**config.mk**
```make
export PLATFORM = sky130hd
export DESIGN_NAME = do_funct_sel_multi
export DESIGN_NICKNAME = d
export VERILOG_FILES = /design/src/rtl/do_funct_pkg.sv /design/src/rtl/do_funct_chan.sv /design/src/rtl/do_funct_sel_multi.sv
export SDC_FILE = /design/constraint.sdc
export NUM_CORES = 1
export LEC_CHECK = 0
export ABC_AREA = 1
export BUFFER_PORTS_ARGS = -buffer_cell sky130_fd_sc_hd__buf_4
export CORE_ASPECT_RATIO = 2
export CORE_MARGIN = 8
export CORE_UTILIZATION = 54
export CTS_BUF_LIST = sky130_fd_sc_hd__clkbuf_8
export CTS_CLUSTER_SIZE = 25
export DETAILED_ROUTE_END_ITERATION = 10
export GPL_TIMING_DRIVEN = 0
export PLACE_DENSITY_LB_ADDON = 0.2
export RECOVER_POWER = 100
export SETUP_SLACK_MARGIN = 0.05
export SLEW_MARGIN = 20
export SYNTH_ARGS = -nofsm -noshare
export SYNTH_HDL_FRONTEND = slang
export SYNTH_HIERARCHICAL = 1
export SYNTH_SLANG_ARGS = --single-unit
```
**constraint.sdc**
```tcl
create_clock -name xclk -period 4.7 [get_ports xclk]
set_input_delay 0.705 -clock xclk [delete_from_list [all_inputs] [get_ports xclk]]
set_output_delay 0.705 -clock xclk [all_outputs]
set_load 0.02 [all_outputs]
```
**src/rtl/do_funct_pkg.sv**
```systemverilog
// Shared definitions for the digital-output function selector:
// function codes and per-channel state encoding.
package do_funct_pkg;

   localparam int FUNCT_LEVEL = 0;

   typedef enum logic [1:0] {
      ST_RUN   = 2'd0,
      ST_DEAD  = 2'd1,
      ST_PULSE = 2'd2
   } chan_state_e;

   // The pulse code sits just above the last source code.
   function automatic int funct_pulse_code(input int num_src);
      return num_src + 1;
   endfunction

endpackage

```
**src/rtl/do_funct_chan.sv**
```systemverilog
// One output channel: config registers, RUN/DEAD/PULSE state machine,
// shared dead/pulse counter and registered output.
module do_funct_chan
   import do_funct_pkg::*;
#(
   parameter int NUM_SRC     = 10,
   parameter int SEL_W       = 4,
   parameter int DEAD_CYCLES = 4,
   parameter int PULSE_W     = 16
) (
   input  logic               xclk,
   input  logic               reset,
   input  logic               we_i,
   input  logic [SEL_W-1:0]   wr_func_i,
   input  logic               wr_level_i,
   input  logic               wr_invert_i,
   input  logic [PULSE_W-1:0] wr_pulse_len_i,
   input  logic [NUM_SRC-1:0] src_i,
   output logic               do_o,
   output logic               busy_o
);

   localparam int DEAD_W = $clog2(DEAD_CYCLES + 1);
   localparam int CNT_W  = (PULSE_W > DEAD_W) ? PULSE_W : DEAD_W;
   localparam logic [SEL_W-1:0] LEVEL_CODE = SEL_W'(FUNCT_LEVEL);
   localparam logic [SEL_W-1:0] PULSE_CODE = SEL_W'(funct_pulse_code(NUM_SRC));
   localparam logic [CNT_W-1:0] DEAD_LOAD  = CNT_W'(DEAD_CYCLES);
   localparam logic [CNT_W-1:0] CNT_ONE    = CNT_W'(1);

   chan_state_e        state_q, state_d;
   logic [SEL_W-1:0]   func_q, func_d;
   logic               level_q, level_d;
   logic               invert_q, invert_d;
   logic [PULSE_W-1:0] len_q, len_d;
   logic [CNT_W-1:0]   cnt_q, cnt_d;
   logic               do_q, do_d;
   logic               busy_q, busy_d;

   // Undefined codes (including PULSE) route a constant 0.
   function automatic logic route(input logic [SEL_W-1:0] f,
                                  input logic             lvl,
                                  input logic [NUM_SRC-1:0] s);
      logic r;
      r = 1'b0;
      for (int k = 0; k < NUM_SRC; k++) begin
         r = (f == SEL_W'(k + 1)) ? s[k] : r;
      end
      return (f == LEVEL_CODE) ? lvl : r;
   endfunction

   // Next-state and next-output decode.
   always_comb begin
      state_d  = state_q;
      func_d   = func_q;
      level_d  = level_q;
      invert_d = invert_q;
      len_d    = len_q;
      cnt_d    = cnt_q;
      do_d     = do_q;
      busy_d   = busy_q;
      if (we_i) begin
         func_d   = wr_func_i;
         level_d  = wr_level_i;
         invert_d = wr_invert_i;
         len_d    = wr_pulse_len_i;
         if ((state_q == ST_RUN) && (wr_func_i == func_q)) begin
            do_d   = route(wr_func_i, wr_level_i, src_i) ^ wr_invert_i;
            busy_d = 1'b0;
         end else begin
            state_d = ST_DEAD;
            cnt_d   = DEAD_LOAD;
            do_d    = 1'b0;
            busy_d  = 1'b1;
         end
      end else begin
         case (state_q)
            ST_RUN: begin
               do_d   = route(func_q, level_q, src_i) ^ invert_q;
               busy_d = 1'b0;
            end
            ST_DEAD: begin
               if (cnt_q == CNT_ONE) begin
                  if ((func_q == PULSE_CODE) && (len_q != '0)) begin
                     state_d = ST_PULSE;
                     cnt_d   = CNT_W'(len_q);
                     do_d    = ~invert_q;
                     busy_d  = 1'b1;
                  end else if (func_q == PULSE_CODE) begin
                     state_d = ST_RUN;
                     func_d  = LEVEL_CODE;
                     do_d    = level_q ^ invert_q;
                     busy_d  = 1'b0;
                  end else begin
                     state_d = ST_RUN;
                     do_d    = route(func_q, level_q, src_i) ^ invert_q;
                     busy_d  = 1'b0;
                  end
               end else begin
                  cnt_d = cnt_q - CNT_ONE;
                  do_d  = 1'b0;
               end
            end
            ST_PULSE: begin
               if (cnt_q == CNT_ONE) begin
                  state_d = ST_RUN;
                  func_d  = LEVEL_CODE;
                  do_d    = level_q ^ invert_q;
                  busy_d  = 1'b0;
               end else begin
                  cnt_d = cnt_q - CNT_ONE;
                  do_d  = ~invert_q;
               end
            end
            default: begin
               state_d = ST_RUN;
               do_d    = 1'b0;
               busy_d  = 1'b0;
            end
         endcase
      end
   end

   // State, config and output registers.
   always_ff @(posedge xclk or negedge reset) begin
      if (!reset) begin
         state_q  <= ST_RUN;
         func_q   <= LEVEL_CODE;
         level_q  <= 1'b0;
         invert_q <= 1'b0;
         len_q    <= '0;
         cnt_q    <= '0;
         do_q     <= 1'b0;
         busy_q   <= 1'b0;
      end else begin
         state_q  <= state_d;
         func_q   <= func_d;
         level_q  <= level_d;
         invert_q <= invert_d;
         len_q    <= len_d;
         cnt_q    <= cnt_d;
         do_q     <= do_d;
         busy_q   <= busy_d;
      end
   end

   assign do_o   = do_q;
   assign busy_o = busy_q;

endmodule

```
**src/rtl/do_funct_sel_multi.sv**
```systemverilog
// N-channel digital-output function selector: decodes the channel write
// strobe and instantiates one independent channel per output.
module do_funct_sel_multi
   import do_funct_pkg::*;
#(
   parameter int NUM_CH      = 8,
   parameter int NUM_SRC     = 10,
   parameter int SEL_W       = 4,
   parameter int DEAD_CYCLES = 4,
   parameter int PULSE_W     = 16,
   localparam int CH_W       = (NUM_CH > 1) ? $clog2(NUM_CH) : 1
) (
   input  logic               xclk,
   input  logic               reset,
   input  logic               wr_en,
   input  logic [CH_W-1:0]    wr_ch,
   input  logic [SEL_W-1:0]   wr_func,
   input  logic               wr_level,
   input  logic               wr_invert,
   input  logic [PULSE_W-1:0] wr_pulse_len,
   input  logic [NUM_SRC-1:0] function_signals_in,
   output logic [NUM_CH-1:0]  do_out,
   output logic [NUM_CH-1:0]  ch_busy
);

   // Addresses at or above NUM_CH match no channel and are dropped.
   for (genvar i = 0; i < NUM_CH; i++) begin : g_ch
      logic we_s;
      assign we_s = wr_en && (wr_ch == CH_W'(i));

      do_funct_chan #(
         .NUM_SRC    (NUM_SRC),
         .SEL_W      (SEL_W),
         .DEAD_CYCLES(DEAD_CYCLES),
         .PULSE_W    (PULSE_W)
      ) u_chan (
         .xclk          (xclk),
         .reset         (reset),
         .we_i          (we_s),
         .wr_func_i     (wr_func),
         .wr_level_i    (wr_level),
         .wr_invert_i   (wr_invert),
         .wr_pulse_len_i(wr_pulse_len),
         .src_i         (function_signals_in),
         .do_o          (do_out[i]),
         .busy_o        (ch_busy[i])
      );
   end

endmodule
```
==> flow_summary.html <==
<table>
<tr><th>Metric</th><th>Value</th></tr>
<tr><th colspan="2">Yosys</th></tr>
<tr><td>Number of instances in the synthesized netlist</td><td>2901</td></tr>
<tr><td>Synth cell types</td><td>43</td></tr>
<tr><td>Post-synthesis instance area</td><td>0.0222 mm^2</td></tr>
<tr><td>Synth warnings</td><td>6</td></tr>
<tr><td>Mean post-synth cell area</td><td>about 7.6 um^2</td></tr>
<tr><td>Dominant synthesized flop cell</td><td>dfrtp_1</td></tr>
<tr><td>Sequential area share after synthesis</td><td>0.379</td></tr>
<tr><td>Net Count, Synth</td><td>2955</td></tr>
<tr><td>Number of synthesized register bits</td><td>336</td></tr>
<tr><td>Post-synth EDFFs</td><td>0</td></tr>
<tr><td>Async S/R FF share, synth</td><td>1.00</td></tr>
<tr><th colspan="2">Power and ir drop</th></tr>
<tr><td>Clock share of power</td><td>0.199</td></tr>
<tr><td>Fraction of power consumed by combinational cells</td><td>0.467</td></tr>
<tr><td>Pleak</td><td>11.6 nW</td></tr>
<tr><td>Cell internal pwr</td><td>slightly below 8 mW</td></tr>
<tr><td>Part of the power in registers</td><td>0.334</td></tr>
<tr><td>Overall Power</td><td>14.1 mW</td></tr>
<tr><td>Switching power total</td><td>6.39 mW</td></tr>
<tr><td>Highest ir drop seen on vdd</td><td>0.373 mV</td></tr>
<tr><td>Sw Share</td><td>0.453</td></tr>
<tr><td>Power Density</td><td>588 mW/mm^2</td></tr>
<tr><th colspan="2">Cells and area</th></tr>
<tr><td>Post-synthesis to final-layout area growth</td><td>7.97%</td></tr>
<tr><td>Fraction of final layout cells sized beyond drive strength 1</td><td>0.124</td></tr>
<tr><td>Combined area of the multi-input logic cells</td><td>between 0.01 and 0.015 mm^2</td></tr>
<tr><td>Register Area</td><td>0.00841 mm^2</td></tr>
<tr><td>Total of fill cells in the finished design</td><td>3912</td></tr>
<tr><td>Final #Nets</td><td>3066</td></tr>
<tr><th colspan="2">Place</th></tr>
<tr><td>Worst slack at placement</td><td>1990 ps</td></tr>
<tr><td>GP Congestion</td><td>approximately 0.90</td></tr>
<tr><td>Placed wire-length estimate after detailed placement</td><td>between 40000 and 50000 um</td></tr>
<tr><td>Buffers added on ports</td><td>53</td></tr>
<tr><th colspan="2">Die</th></tr>
<tr><td>Die footprint</td><td>0.0482 mm^2</td></tr>
<tr><td>Placeable core region</td><td>0.0407 mm^2</td></tr>
<tr><td>Height of the die</td><td>303 um</td></tr>
<tr><td>Initial core utilization</td><td>0.545</td></tr>
<tr><td>Number of rows in the core area</td><td>105</td></tr>
<tr><td>Horizontal die dimension</td><td>159 um</td></tr>
<tr><td>Count of pins on the block boundary</td><td>54</td></tr>
<tr><th colspan="2">STA</th></tr>
<tr><td>Final hold violations</td><td>0</td></tr>
<tr><td>Final min period</td><td>2770 ps</td></tr>
<tr><td>Final setup violation count</td><td>0</td></tr>
<tr><td>Final worst slack</td><td>1930 ps</td></tr>
<tr><td>Worst hold slack across all endpoints</td><td>486 ps</td></tr>
<tr><td>Sum Neg Setup Slack</td><td>0 ps</td></tr>
<tr><td>Worst-case clock skew</td><td>roughly 28 ps</td></tr>
<tr><td>Unrepaired setup endpoints after global routing</td><td>false</td></tr>
<tr><td>Slew headroom</td><td>0.444</td></tr>
<tr><td>Share of the clock period used by the worst path after layout</td><td>0.589</td></tr>
<tr><td>Final Max Tran Viols</td><td>0</td></tr>
<tr><td>Slew at the pin with the worst max-slew slack</td><td>834 ps</td></tr>
<tr><td>Upper clock frequency limit</td><td>361 MHz</td></tr>
<tr><th colspan="2">Clock tree</th></tr>
<tr><td>TritonCTS clock tree</td><td>yes</td></tr>
<tr><td>Total setup buffers inserted after CTS</td><td>0</td></tr>
<tr><td>Post-CTS sizing</td><td>0</td></tr>
<tr><td>Buffers from clock root to sink, at most</td><td>3</td></tr>
<tr><td>Total CTS buffers</td><td>51</td></tr>
<tr><td>CTS Root Cell</td><td>clkbuf_8</td></tr>
<tr><td>Clock H-tree levels</td><td>2</td></tr>
<tr><td>Sink count of the clock tree</td><td>336</td></tr>
<tr><td>Register clock-pin slew on the reported worst setup and hold paths</td><td>70 ps</td></tr>
<tr><td>Insertion delay of the later-clocked pin in the worst-skew pair</td><td>roughly 600 ps</td></tr>
<tr><th colspan="2">Worst setup path</th></tr>
<tr><td>Cells traversed along the worst timing path</td><td>clkbuf_4, inv_1, nand2_1, nor2_1, clkinv_1, or2_2, nand3_1, clkbuf_1, o21a_1</td></tr>
<tr><td>Worst setup path category</td><td>input port to register</td></tr>
<tr><td>Critical-path maximum fanout</td><td>10</td></tr>
<tr><td>CP top delay family</td><td>buffers and inverters</td></tr>
<tr><td>Nature of the critical path endpoint</td><td>register</td></tr>
<tr><td>Biggest cell delay along the critical path</td><td>680 ps</td></tr>
<tr><td>Worst reg2reg setup slack</td><td>a little over 2000 ps</td></tr>
<tr><td>Crit path buffers/inverters</td><td>4</td></tr>
<tr><td>Kind of launch point of the worst setup path</td><td>input port</td></tr>
<tr><td>Worst-path cell with the longest stage delay</td><td>clkbuf_1</td></tr>
<tr><td>Required time of the critical path</td><td>5230 ps</td></tr>
<tr><td>Arrival time worst endpoint</td><td>between 3000 and 4000 ps</td></tr>
<tr><th colspan="2">Detailed routing</th></tr>
<tr><td>Detail-routed via count per cell</td><td>between 5 and 6</td></tr>
<tr><td>Routed wire length per instance</td><td>17.1 um</td></tr>
<tr><td>Antenna Violating Nets Remaining</td><td>0</td></tr>
<tr><td>1st-iter DRT viols</td><td>1411</td></tr>
<tr><td>Total Routed Length</td><td>61300 um</td></tr>
<tr><td>Number of design rule violations left after detail routing</td><td>0</td></tr>
<tr><td>Iteration count of the initial detailed-routing pass</td><td>5</td></tr>
<tr><td>Vias</td><td>19900</td></tr>
<tr><th colspan="2">Global route</th></tr>
<tr><td>Initial antenna violation count</td><td>1</td></tr>
<tr><td>Via count of the first global-routing pass</td><td>19200</td></tr>
<tr><td>Tot GR Track Use</td><td>0.254</td></tr>
<tr><td>First-pass GRT wire length</td><td>100000 um</td></tr>
<tr><td>Remaining global-route overflow</td><td>0</td></tr>
<tr><td>Maximum number of pins on one net before global-route repair</td><td>95</td></tr>
<tr><th colspan="2">Run</th></tr>
<tr><td>Max-cap violations</td><td>0</td></tr>
<tr><th colspan="2">Outcome</th></tr>
<tr><td>Outcome</td><td>finished clean</td></tr>
<tr><th colspan="2">Min path</th></tr>
<tr><td>Min-Delay Path Class</td><td>input port to register</td></tr>
</table>
final timing paths:
kind                                         start                  endpoint  depth (start not counted)
max in group asynchronous                    reset  g_ch[1].u_chan/cnt_q[11]                          5
min in group asynchronous                    reset  g_ch[3].u_chan/cnt_q[10]                          2
setup / recovery                          wr_ch[2]     g_ch[3].u_chan/busy_o                          9
setup reg to reg           g_ch[7].u_chan/cnt_q[1]   g_ch[7].u_chan/cnt_q[2]                         10
hold / removal                     wr_pulse_len[5]   g_ch[1].u_chan/len_q[5]                          3
hold reg to reg              g_ch[5].u_chan/busy_o     g_ch[5].u_chan/busy_o                          1
per-stage QoR:
step | cell area, um^2 | cells | util
floorplan | 22200 | 2901 | -
global placement | 23200 | 3489 | 0.571
detailed placement | 23400 | 3493 | 0.574
CTS | 24500 | 3584 | 0.603
global route | 23900 | 3585 | 0.588
finish | 23900 | 3585 | 0.588
final cells by class:
class	count	share of cell area
well taps	535	0.0280
plain buffers	72	0.0191
flip-flops and latches	336	0.351
diodes	1	0.000104
clock buffers	62	0.0356
multi-input cells	2030	0.460
clock inverters	28	0.0132
repair buffers	58	0.0194
inverters	463	0.0732
cells in the mapped netlist, types with 8 or more instances:
| cell type | count | area (um^2) |
|---|---|---|
| nand2_1 | 754 | 2830 |
| inv_1 | 419 | 1570 |
| dfrtp_1 | 336 | 8410 |
| o21ai_0 | 228 | 1140 |
| nor2_1 | 204 | 766 |
| nand3_1 | 164 | 821 |
| xor2_1 | 96 | 841 |
| o211ai_2 | 64 | 801 |
| o211ai_1 | 56 | 420 |
| o21ai_1 | 56 | 280 |
| nand4_1 | 44 | 275 |
| o22ai_1 | 40 | 250 |
| buf_6 | 36 | 405 |
| o21ai_2 | 36 | 315 |
| clkbuf_1 | 32 | 120 |
| inv_2 | 28 | 105 |
| nor2_2 | 28 | 175 |
| nand2_2 | 24 | 150 |
| nor3_2 | 24 | 240 |
| nor3_1 | 20 | 100 |
| a21oi_1 | 16 | 80.1 |
| ha_1 | 16 | 200 |
| nor2_4 | 16 | 180 |
| xnor2_1 | 16 | 140 |
| nand2_4 | 12 | 135 |
| nand3_4 | 12 | 210 |
| nor4_1 | 12 | 75.1 |
| nor4_2 | 12 | 150 |
| a21o_1 | 8 | 60.1 |
| a31oi_1 | 8 | 50.1 |
| clkinv_1 | 8 | 30.0 |
| nand4_4 | 8 | 170 |
| nor3_4 | 8 | 130 |
| o2111ai_1 | 8 | 70.1 |
| o211ai_4 | 8 | 170 |
| o21a_1 | 8 | 60.1 |
| o311ai_0 | 8 | 70.1 |
| or2_2 | 8 | 50.1 |
state kept, by name, summed over array words and instances, names as in the netlist:
signal                count
g_ch.u_chan/state_q      16
g_ch.u_chan/cnt_q       128
g_ch.u_chan/level_q       8
g_ch.u_chan/invert_q      8
g_ch.u_chan/len_q       128
g_ch.u_chan/do_o          8
g_ch.u_chan/func_q       32
g_ch.u_chan/busy_o        8
power by group through the flow:
stage	registers, mW	clock network, mW	logic [mW]
5_1_grt	4.82	3.00	7.45
3_5_place_dp	4.73	0	7.02
6_report	4.70	2.81	6.58
4_1_cts	4.70	2.88	7.06
3_3_place_gp	4.71	0	6.84
2_1_floorplan	4.57	0	5.53
worst reg2reg max path: stages (launching register included):
cell      delay [ps]
dfrtp_1          390
inv_1            100
ha_1             180
nand3_1           80
nor3_1           210
nand2_2          140
o211ai_1         370
nand3_1          470
clkbuf_1         370
nor2_1           160
nor2_1            50
logic make-up (layout without fill, tap and decap cells):
family / Yosys count / in the layout / synth area share
other cells: 0 / 1 / 0
compound gates: 544 / 544 / 0.170
flops: 336 / 336 / 0.379
fa+ha+maj: 16 / 16 / 0.00903
buf+inv: 535 / 683 / 0.104
simple gates: 1358 / 1358 / 0.294
xor+xnor: 112 / 112 / 0.0442
metal layers:
layer  routed length [um]  track usage  part of all wire  vias up
met4                 2640        0.112             0.043        0
li1                     -            -                 -     9675
met3                 3410       0.0293             0.056      147
met5                    0            0                 0        -
met1                26600        0.331              0.43     9491
met2                28700        0.420              0.47      584
cell usage in the layout (no fill, tap or decap), types with 10 or more instances in the layout:
cell	n
a21oi_1	16
buf_4	39
buf_6	23
clkbuf_1	61
clkbuf_8	62
clkinv_2	10
dfrtp_1	336
ha_1	16
inv_1	429
inv_2	28
nand2_1	757
nand2_2	23
nand2_4	10
nand3_1	172
nand4_1	44
nor2_1	206
nor2_2	26
nor2_4	16
nor3_1	22
nor3_2	22
nor4_1	16
o211ai_1	80
o211ai_2	48
o21ai_0	287
o21ai_1	21
o21ai_2	12
o22ai_1	40
xnor2_1	16
xor2_1	96
what timing repair did:
item	in CTS	in global routing
setup endpoints to repair	0	0
hold buffers	1	0
endpoints found under the hold margin	26	0
(Power assumes the default switching activity.)
